<file path="src/rtl/noise_step_scheduler.sv">
`default_nettype none
// ============================================================================
// Module      : noise_step_scheduler
// Description : Sequences Gaussian pairs from an RNG stream through an
//               external correlated_noise block and presents the resulting
//               correlated increments (dW1, dW2) to a Heston path update,
//               one increment per (path, step) in path-major order.
//
// Ports
//   clk, rst              clock, synchronous active-high reset
//   start, abort          run control (abort wins over everything but rst)
//   num_paths, num_steps  run dimensions, latched on an accepted start
//   rho, dt               correlation / timestep, latched on accepted start
//   z_valid/z_ready/z1/z2 Gaussian pair input stream (valid/ready)
//   noise_*               drive to / results from correlated_noise
//   dw_valid/dw_ready/dw1/dw2  increment output stream (valid/ready)
//   path_idx, step_idx    indices of the increment on dw
//   last_step, last_path  end-of-path / last-path flags, qualified by dw_valid
//   busy, done            run in progress / one-cycle completion pulse
//
// Revision    : 1.0 - initial release
// ============================================================================
module noise_step_scheduler #(
    parameter int W  = 32,
    parameter int CW = 16
) (
    input  logic          clk,
    input  logic          rst,
    input  logic          start,
    input  logic          abort,
    input  logic [CW-1:0] num_paths,
    input  logic [CW-1:0] num_steps,
    input  logic [W-1:0]  rho,
    input  logic [W-1:0]  dt,
    input  logic          z_valid,
    output logic          z_ready,
    input  logic [W-1:0]  z1,
    input  logic [W-1:0]  z2,
    output logic          noise_en,
    output logic [W-1:0]  noise_z1,
    output logic [W-1:0]  noise_z2,
    output logic [W-1:0]  noise_rho,
    output logic [W-1:0]  noise_dt,
    input  logic [W-1:0]  noise_dw1,
    input  logic [W-1:0]  noise_dw2,
    output logic          dw_valid,
    input  logic          dw_ready,
    output logic [W-1:0]  dw1,
    output logic [W-1:0]  dw2,
    output logic [CW-1:0] path_idx,
    output logic [CW-1:0] step_idx,
    output logic          last_step,
    output logic          last_path,
    output logic          busy,
    output logic          done
);

    localparam logic [2:0] S_IDLE  = 3'd0;
    localparam logic [2:0] S_FETCH = 3'd1;
    localparam logic [2:0] S_FIRE  = 3'd2;
    localparam logic [2:0] S_WAIT  = 3'd3;
    localparam logic [2:0] S_OFFER = 3'd4;
    localparam logic [2:0] S_DONE  = 3'd5;

    localparam logic [CW-1:0] c_ONE = {{(CW-1){1'b0}}, 1'b1};

    logic [2:0]    r_state;
    logic [2:0]    w_next_state;

    logic [CW-1:0] r_num_paths;
    logic [CW-1:0] r_num_steps;
    logic [W-1:0]  r_rho;
    logic [W-1:0]  r_dt;
    logic [W-1:0]  r_z1;
    logic [W-1:0]  r_z2;
    logic [CW-1:0] r_path_idx;
    logic [CW-1:0] r_step_idx;

    logic          w_zero_cfg;
    logic          w_step_last;
    logic          w_path_last;
    logic          w_offer;

    // A zero count in either dimension means an empty run.
    assign w_zero_cfg  = (num_paths == '0) || (num_steps == '0);

    // Counts are non-zero whenever these are consulted (a zero count never
    // leaves IDLE except to DONE), so count-1 cannot underflow and a count of
    // 2^CW-1 terminates on its last index without the counter wrapping.
    assign w_step_last = (r_step_idx == (r_num_steps - c_ONE));
    assign w_path_last = (r_path_idx == (r_num_paths - c_ONE));
    assign w_offer     = (r_state == S_OFFER);

    // ------------------------------------------------------------------
    // State register
    // ------------------------------------------------------------------
    always_ff @(posedge clk) begin
        if (rst) begin
            r_state <= S_IDLE;
        end else begin
            r_state <= w_next_state;
        end
    end

    // ------------------------------------------------------------------
    // Next-state logic
    // ------------------------------------------------------------------
    always_comb begin
        w_next_state = r_state;
        if (abort) begin
            w_next_state = S_IDLE;
        end else begin
            case (r_state)
                S_IDLE:  if (start) w_next_state = w_zero_cfg ? S_DONE : S_FETCH;
                S_FETCH: if (z_valid) w_next_state = S_FIRE;
                S_FIRE:  w_next_state = S_WAIT;
                // One idle cycle lets correlated_noise's output register load.
                S_WAIT:  w_next_state = S_OFFER;
                S_OFFER: begin
                    if (dw_ready) begin
                        w_next_state = (w_step_last && w_path_last) ? S_DONE : S_FETCH;
                    end
                end
                S_DONE:  w_next_state = S_IDLE;
                default: w_next_state = S_IDLE;
            endcase
        end
    end

    // ------------------------------------------------------------------
    // Configuration, captured samples and index counters
    // ------------------------------------------------------------------
    always_ff @(posedge clk) begin
        if (rst) begin
            r_num_paths <= '0;
            r_num_steps <= '0;
            r_rho       <= '0;
            r_dt        <= '0;
            r_z1        <= '0;
            r_z2        <= '0;
            r_path_idx  <= '0;
            r_step_idx  <= '0;
        end else if (!abort) begin
            if ((r_state == S_IDLE) && start) begin
                r_num_paths <= num_paths;
                r_num_steps <= num_steps;
                r_rho       <= rho;
                r_dt        <= dt;
                r_path_idx  <= '0;
                r_step_idx  <= '0;
            end

            if ((r_state == S_FETCH) && z_valid) begin
                r_z1 <= z1;
                r_z2 <= z2;
            end

            if (w_offer && dw_ready) begin
                if (!w_step_last) begin
                    r_step_idx <= r_step_idx + c_ONE;
                end else begin
                    r_step_idx <= '0;
                    if (!w_path_last) begin
                        r_path_idx <= r_path_idx + c_ONE;
                    end
                end
            end
        end
    end

    // ------------------------------------------------------------------
    // Output decode
    // ------------------------------------------------------------------
    always_comb begin
        busy      = (r_state != S_IDLE);
        done      = (r_state == S_DONE);
        z_ready   = (r_state == S_FETCH);
        noise_en  = (r_state == S_FIRE);
        dw_valid  = w_offer;
        // correlated_noise holds its outputs while noise_en is low, so the
        // pass-through stays constant for as long as OFFER is stalled.
        dw1       = w_offer ? noise_dw1 : '0;
        dw2       = w_offer ? noise_dw2 : '0;
        last_step = w_offer && w_step_last;
        last_path = w_offer && w_path_last;
    end

    assign noise_z1  = r_z1;
    assign noise_z2  = r_z2;
    assign noise_rho = r_rho;
    assign noise_dt  = r_dt;
    assign path_idx  = r_path_idx;
    assign step_idx  = r_step_idx;

endmodule
`default_nettype wire

</file>
<file path="config.mk">
export PLATFORM = sky130hd
export DESIGN_NAME = noise_step_scheduler
export DESIGN_NICKNAME = d
export VERILOG_FILES = /design/src/rtl/noise_step_scheduler.sv
export SDC_FILE = /design/constraint.sdc
export NUM_CORES = 1
export LEC_CHECK = 0
export ABC_AREA = 1
export ABC_CLOCK_PERIOD_IN_PS = 2640
export CAP_MARGIN = 10
export CORE_AREA = 8 8 175 177
export DETAILED_ROUTE_END_ITERATION = 8
export DIE_AREA = 0 0 183 185
export PLACE_DENSITY_LB_ADDON = 0.08
export SYNTH_ARGS = -nofsm -noshare
export SYNTH_HDL_FRONTEND = slang
export SYNTH_SLANG_ARGS = --single-unit
</file>
<file path="constraint.sdc">
create_clock -name clk -period 2.64 [get_ports clk]
set_input_delay 0.396 -clock clk [delete_from_list [all_inputs] [get_ports clk]]
set_output_delay 0.396 -clock clk [all_outputs]
set_load 0.02 [all_outputs]
</file>
Word level (Yosys, flattened, before mapping)
Cells that the tools add are included.

Bits of input ports: 230. Register bits after elaboration: 195. Output and inout port bits: 231. Word-level logic and storage cells: 56. Bits in read-only memories: 0. Latch bits: 0. Memories kept: 0. Bits in writable memories: 0.

$mul: 0. Mux-type cells: 15. Shift operators: 0. Divide/modulo/power cells: 0. Add/subtract/negate cells: 4. Order comparisons: 0. Reduce and logical (&&, ||, !) cells: 17. Bitwise logic cells: 1. Equal/unequal tests: 10.

Operators by type and width (number): 16-bit two-way mux (7); 32-bit two-way mux (2); 16-bit by 1-bit adder with 16-bit output, second input constant (2); 16-bit == test (2); 16-bit logical NOT (2); 16-bit by 1-bit subtractor with 16-bit output, second input constant (2); 3-bit two-way mux (5); 3-bit one-hot mux with 5 select lines (1); 3-bit by 2-bit == test with 1-bit output, second input constant (2); 3-bit == test, second input constant (2); 1-bit logical AND (6); 2-bit inequality test, second input constant (3); 2-bit AND reduction (3); 3-bit by 1-bit == test with 1-bit output, second input constant (1); 3-bit logical NOT (1); 3-bit AND reduction (1); 3-bit nonzero test (1); 2-bit nonzero test (1); 2-bit OR reduction (1); 1-bit logical OR (1); 1-bit inverter (1).

Longest topological paths before layout
Gate-level depths: netlist of the first run.

Depth in word-level cells: 6. Gate-level depth with buffers: 18. Mapped depth without buffers: 17.

Least setup slack after synthesis of the first run
OpenSTA, ideal clock, no wires.

Kind: flip-flop to output port. Start: register r_num_steps[1]. End: output port last_step. Cell stages (with the launch flop): 13. Arrival time: 1778 ps. Path slack: 466 ps. Path through: dfxtp_1 clkinv_1 ha_1 xnor2_1 nor2_1 nand2_1 nor2_1 nand2_1 nor2_1 nand3_1 nor2_1 nand2_1 nor2_1.

Cells in the longest elaborated chain, start to end: 3.

Ends and longest elaborated chain: start, declared (RTL line 71) `logic [CW-1:0] r_num_steps;`; start signal, assigned (RTL line 146) `r_num_steps <= num_steps;`; 16-bit by 1-bit subtractor with 16-bit output (RTL line 90) `assign w_step_last = (r_step_idx == (r_num_steps - c_ONE));`; 16-bit == test (RTL line 90); 1-bit logical AND (RTL line 184) `last_step = w_offer && w_step_last;`; end, declared (RTL line 52) `output logic last_step,`.

No other way between the ends.

Worst setup path in the final report of the first run
Start: register r_num_paths[0]. End: output port last_path.

Cells in the longest elaborated chain, start to end: 3.

Ends and longest elaborated chain: start, declared (RTL line 70) `logic [CW-1:0] r_num_paths;`; start signal, assigned (RTL line 145) `r_num_paths <= num_paths;`; 16-bit by 1-bit subtractor with 16-bit output (RTL line 91) `assign w_path_last = (r_path_idx == (r_num_paths - c_ONE));`; 16-bit == test (RTL line 91); 1-bit logical AND (RTL line 185) `last_path = w_offer && w_path_last;`; end, declared (RTL line 53) `output logic last_path,`.

No other way between the ends.

==> results of run 1 <==
[layout make-up]
type / count / area [um2] / area share [%]
Timing Repair Buffer: 543 / 5411 / 33.54
Multi-Input combinational cell: 1106 / 5072 / 31.44
Sequential cell: 195 / 3906 / 24.21
Inverter: 166 / 635.6 / 3.940
Tap cell: 384 / 480.5 / 2.978
Clock buffer: 18 / 429.2 / 2.660
Clock inverter: 14 / 180.2 / 1.117
Antenna cell: 7 / 17.52 / 0.1086
[metrics by stage]
step / hold slack (ns) / instance area, um2 / power (uW)
final: 0.4951 / 16130 / 7593
after global placement: 0.4866 / 15220 / 4900
after floorplan: 0.4560 / 9724 / 4036
after global routing: 0.5239 / 16130 / 7965
after detailed placement: 0.4801 / 15220 / 4915
after CTS: 0.4981 / 15880 / 7617
[cell usage in the layout (no fill, tap or decap), drive strengths merged]
cell type and count:
nor2 446, clkdlybuf4s50 414, nand2 277, dfxtp 195
o21ai 178, inv 169, buf 85, nand3 61
a21oi 48, dlymetal6s2s 42, xor2 19, clkbuf 18
nand3b 14, nor3 13, xnor2 12, nand4 12
nor4 10, clkinv 10, diode 7, or2 6
ha 4, o21bai 3, dlygate4sd2 2, or3 1
o211ai 1, clkinvlp 1, o2111ai 1
[power by group]
part           switching (uW)  total, uW  internal [uW]
sequential               86.5       3170           3080
clock                    1380       2680           1300
combinational             901       1750            844
[final timing paths]
kind                                             startpoint                         to  slack, ns  depth (start not counted)
worst max-delay path            r_num_paths[0]$_SDFFE_PP0P_                  last_path       0.03                         11
worst min-delay path               path_idx[2]$_SDFFE_PP0N_   path_idx[2]$_SDFFE_PP0N_       0.50                          2
worst min register to register     path_idx[2]$_SDFFE_PP0N_   path_idx[2]$_SDFFE_PP0N_       0.50                          2
worst max register to register  r_num_steps[0]$_SDFFE_PP0P_  path_idx[14]$_SDFFE_PP0N_       0.17                         17
[metal layers]
metal / up-vias / GRT usage, %
li1: 5795 / -
met1: 5107 / 25.73
met2: 388 / 40.14
met3: 41 / 9.631
met4: 4 / 7.905
met5: - / 0
[repair_timing]
item                       CTS  global route
hold buffers                 0             0
buffers inserted             0             4
setup endpoints to repair   46            56
resized for setup           28            71
pin swaps                    3            15
[flip-flops by register name, summed over array words and instances, names as in the netlist]
register and count:
step_idx 16, r_state 3, noise_dt 32, path_idx 16
r_num_steps 16, noise_rho 32, noise_z2 32, r_num_paths 16
noise_z1 32
[kinds of logic (layout without fill, tap and decap cells)]
logic type / count (synthesis) / in the layout / synth area share [%]
and+or+nand+nor: 840 / 840 / 35.32
DFF: 195 / 195 / 40.14
adders and majority gates: 4 / 4 / 0.5147
xor gates and xnor gates: 31 / 31 / 2.792
AOI/OAI and AO/OA: 231 / 231 / 12.03
other: 0 / 7 / 0
buffers and inverters: 236 / 741 / 9.200
[worst min-delay path: stages (launching register included)]
cell and delay, ns:
dfxtp_1 0.34, nand2_1 0.07, nand2_1 0.05
==> out/qor.yml, run 1 <==
clock_tree:
  cts_tree: "yes"
  path_clk_slew_ns: 0.08
  clock_latency_ns: 0.44
  clock-root-buffer: "clkbuf_16"
  cts_buffer_depth: 2
  cts-buffers-inserted: 17
  cts_sinks: 195
  cts_max_level: 4
synthesis:
  syn_inst: 1537
  yosys_warnings: 0
  synthFlopType: "dfxtp_1"
  synth_seq_cells: 195
  async_flop_share_pct: 0
  synthTopCellsByArea: "dfxtp_1 40%, nor2_1 17%, nand2_1 11%, o21ai_0 8.9%, inv_1 5.8%"
  synth_fp_nets: 1771
  ys_seq_area_share_pct: 40.14
  synth_most_common_cell: "nor2_1"
  netlist_top_cells_count: "438 x nor2_1, 277 x nand2_1, 195 x dfxtp_1"
  yosysUniqueCellTypes: 32
  synth_edf_count: 0
  netlist_area_um2: 9724
  avgSynthCellArea_um2: 6.327
  synth_top_cell_by_area: "dfxtp_1"
  netlist.area_leader.share_pct: 40.14
route:
  drtPass1Iterations: 4
  drt.antenna.violating_nets: 0
  dr_wl_met2_mm: 19.97
  drt_wl_total_mm: 41.22
  drc: 0
  vias: 11340
  drt-met1-wl_mm: 16.41
  maxUsedRoutingLayer: "met5"
  drt_iter0_drc: 595
  avgRoutedWirePerCell_um: 16.94
  wl_met3_mm: 3.960
  avgViaCountPerCell: 4.659
critical_path:
  critPathRequiredTime_ns: 2.24
  critPathSlowestCell: "nor3_1"
  worst-path-buf-inv: 3
  slowest_delay_ns: 0.36
  cp-end-kind: "output port"
  critPathTopFamily: "simple AND/OR/NAND/NOR gates"
  crit_chain: "buf_4, nor3_1, nand2_1, nand2_1, nand3_1, nor2_1, nand3_1, nor2_2, nand3_2, inv_1, buf_4"
  crit_fanout: 3
  arrival_ns: 2.22
  critPathKind: "register to output port"
  cp-start-kind: "register"
job:
  maxCapViolCount: 0
timing:
  fin_crit_sh_pct: 99.04
  setup_ws_ns: 0.02522
  setup_viol: 0
  rsz0062_at_grt: "true"
  setup-tns-final_ns: 0
  worstMarginPinSlew_ns: 0.5229
  slew_viol_final: 0
  fin_crit_ns: 2.615
  fin_skew_ns: 0.01568
  max_freq_ghz: 0.3824
  finalHoldViolCount: 0
  maxSlewHeadroom_pct: 65.03
placed_design:
  place.gp.congestion: 0.9764
  dp_hpwl_mm: 32.05
  dp_slack_ns: -0.1810
  port_buffers: 460
  placed_cells: 2390
die:
  die-area_um2: 33860
  ios: 461
  initial_core_util_pct: 34.63
  die_y_um: 185
  core_area_um2: 28080
  rows: 62
  dieWidth_um: 183
global_route:
  grt_pass1_wl_mm: 62.01
  grt_max_degree: 96
  grt_pass1_vias: 10920
  globalRouteTotalUtil_pct: 23.32
  globalRouteOverflowTotal: 0
  antenna_found_initial: 7
layout:
  layout.cells.non_filler: 2433
  nets: 2263
  drive_above_1_share_pct: 8.913
  fill_cells: 2712
  syn_to_final_growth_pct: 65.90
  final_util_pct: 57.45
pwr:
  p_leak_uw: 0.007941
  powerDensity_nw_per_um2: 470.7
  peakVddDrop_mv: 0.4219
outcome:
  status: "completed"
min_path:
  hold_path.class: "register to register"
Power figures use the tool's default switching activity.
==> run 2: changes to the inputs <==
Settings changed: CAP_MARGIN 10 to 20.
==> results of run 2 <==
Same layout as run 1: the final DEF is identical, and so are final timing and power.
==> run 3: changes to the inputs <==
Settings changed: SETUP_SLACK_MARGIN set to 0.15.
==> run 3 against run 2 <==
Against the previous run: first-iteration DRC count rose by 5.9%; non-clock buffer count rose by 3; combinational power barely moved; power rose by 0.35%; setup slack improved by 0.0050 ns; highest routed layer unchanged.
==> out/qor.yml, run 3 (synthesized netlist as in run 1, its figures left out) <==
route:
  drt.antenna.violating_nets: 0  # unchanged
  drc: 0  # unchanged
  avgViaCountPerCell: 4.668  # was 4.659
  vias: 11380  # was 11,340
  drt_wl_total_mm: 41.28  # was 41.22 mm
  avgRoutedWirePerCell_um: 16.94  # about the same
  drtPass1Iterations: 5  # was 4
  drt_iter0_drc: 630  # was 595
placed_design:
  dp_hpwl_mm: 32.05  # unchanged
  placed_cells: 2390  # unchanged
  place.gp.congestion: 0.9764  # unchanged
  port_buffers: 460  # unchanged
pwr:
  powerDensity_nw_per_um2: 472.2  # was 470.7 nW/um2
  total_power_uw: 7620  # was 7593 uW
  peakVddDrop_mv: 0.4225  # was 0.4219 mV
  p_leak_uw: 0.007747  # was 0.007941 uW
critical_path:
  critPathRequiredTime_ns: 2.24  # about the same
  arrival_ns: 2.21  # was 2.22 ns
  cpMostUsedCell: "nand2_1"
  cp-start-kind: "register"  # unchanged
  cp-end-kind: "output port"  # unchanged
  critPathKind: "register to output port"  # unchanged
  crit_chain: "inv_2, ha_4, nand3_4, nor2_4, buf_4, buf_4, nand3b_1, nand2_1, nand2_1, inv_2, nand2_1, inv_1, nand2_2, nor2_4, buf_6"  # was buf_4, nor3_1, nand2_1, nand2_1, nand3_1, nor2_1, nand3_1, nor2_2, nand3_2, inv_1, buf_4
  slowest_delay_ns: 0.33  # was 0.36 ns
  crit_fanout: 4  # was 3
  critPathSlowestCell: "dfxtp_2"  # was nor3_1
min_path:
  hold_path.class: "register to register"  # unchanged
timing:
  setup-tns-final_ns: 0  # unchanged
  max_freq_ghz: 0.3832  # was 0.3824 GHz
  slew_viol_final: 0  # unchanged
  worstMarginPinSlew_ns: 0.5481  # was 0.5229 ns
  maxSlewHeadroom_pct: 63.12  # was 65.03%
  fin_skew_ns: 0.01687  # was 0.01568 ns
  fin_crit_sh_pct: 98.85  # was 99.04%
  fin_crit_ns: 2.610  # was 2.615 ns
  rsz0062_at_grt: "true"  # unchanged
  setup_viol: 0  # unchanged
  finalHoldViolCount: 0  # unchanged
die:
  rows: 62  # unchanged
  initial_core_util_pct: 34.63  # unchanged
  core_area_um2: 28080  # unchanged
  dieWidth_um: 183  # unchanged
  die_y_um: 185  # unchanged
  die-area_um2: 33860  # unchanged
  ios: 461  # unchanged
layout:
  fill_cells: 2729  # was 2,712
  drive_above_1_share_pct: 9.726  # was 8.913%
  mostFrequentLayoutCells: "420 x nor2_1, 395 x clkdlybuf4s50_1, 268 x nand2_1, 191 x dfxtp_1, 171 x o21ai_0"  # was 425 x nor2_1, 414 x clkdlybuf4s50_1, 268 x nand2_1, 193 x dfxtp_1, 172 x o21ai_0
  layout.cells.non_filler: 2437  # was 2,433
  nets: 2267  # was 2,263
  final_common_cell: "nor2_1"  # unchanged
  multiInputGateArea_um2: 5139  # was 5072 um2
  syn_to_final_growth_pct: 65.94  # was 65.90%
  regArea_um2: 3909  # was 3906 um2
global_route:
  globalRouteOverflowTotal: 0  # unchanged
  grt_pass1_vias: 10980  # was 10,920
  globalRouteTotalUtil_pct: 23.40  # was 23.32%
  grt_pass1_wl_mm: 62.24  # was 62.01 mm
  grt_max_degree: 96  # unchanged
  antenna_found_initial: 7  # unchanged
clock_tree:
  clock_latency_ns: 0.44  # about the same
  path_clk_slew_ns: 0.09  # was 0.08 ns
  cts_tree: "yes"  # unchanged
  cts_max_level: 4  # unchanged
  cts-buffers-inserted: 17  # unchanged
  cts_sinks: 195  # unchanged
  cts_buffer_depth: 2  # unchanged
  clock-root-buffer: "clkbuf_16"  # unchanged
job:
  maxCapViolCount: 0  # unchanged
outcome:
  status: "completed"  # unchanged
[run 3: cell types whose count changed in the layout (fill, tap and decap cells not counted), moves of 4 or more]
cell	delta
dlygate4sd2_1	+42
dlymetal6s2s_1	-23
clkdlybuf4s50_1	-19
nor2_1	-5
buf_6	+4
[run 3: layout make-up]
class	instances	area share (%)
repair buffers	546	33.09
clock buffers	18	2.660
inverters	166	3.939
flip-flops and latches	195	24.22
well taps	384	2.977
clock inverters	14	1.117
diodes	7	0.1086
repair inverters	1	0.04652
multi-input cells	1106	31.84
[run 3: layer usage]
metal / track usage (%) / vias up / share of wire [%]
met5: 0 / - / 0.075
met4: 7.905 / 4 / 2.4
met3: 9.788 / 45 / 10
met2: 40.26 / 381 / 48
met1: 25.74 / 5136 / 39
li1: - / 5809 / -
[run 3: worst max-delay path, delay by kind of cell (launching register included)]
kind                     cells  cell delay, ns
AND/OR/NAND/NOR              8            0.75
buffers and inverters        6            0.53
flip-flops                   1            0.33
adder cells (fa/ha/maj)      1            0.17
[run 3: report_power, final]
group / switching, uW / internal, uW
logic: 909 / 859
clock network: 1380 / 1300
registers: 89.6 / 3080
total: 2380 / 5240
[run 3: per-stage QoR]
stage	utilization [%]	setup slack (ns)	hold WS (ns)	instance area (um2)
finish	57.46	0.03024	0.4935	16140
global placement	54.20	-0.1574	0.4866	15220
CTS	56.51	-0.01420	0.4981	15870
floorplan	-	0.4656	0.4560	9724
global route	57.45	-0.1187	0.5239	16130
detailed placement	54.20	-0.1810	0.4801	15220
[run 3: path summary, 6_finish.rpt]
check,startpoint,endpoint,slack [ns],cells past startpoint
max reg2reg,r_num_steps[0]$_SDFFE_PP0P_,path_idx[14]$_SDFFE_PP0N_,0.18,18
min reg2reg,path_idx[2]$_SDFFE_PP0N_,path_idx[2]$_SDFFE_PP0N_,0.49,2
max,r_num_steps[0]$_SDFFE_PP0P_,last_step,0.03,15
min,path_idx[2]$_SDFFE_PP0N_,path_idx[2]$_SDFFE_PP0N_,0.49,2
[run 3: timing repair]
item	in CTS	in global routing
cloned	0	1
buffers inserted	1	6
endpoints found under the setup margin	70	55
pin swaps	9	25
hold buffers	0	0
resized for setup	80	64
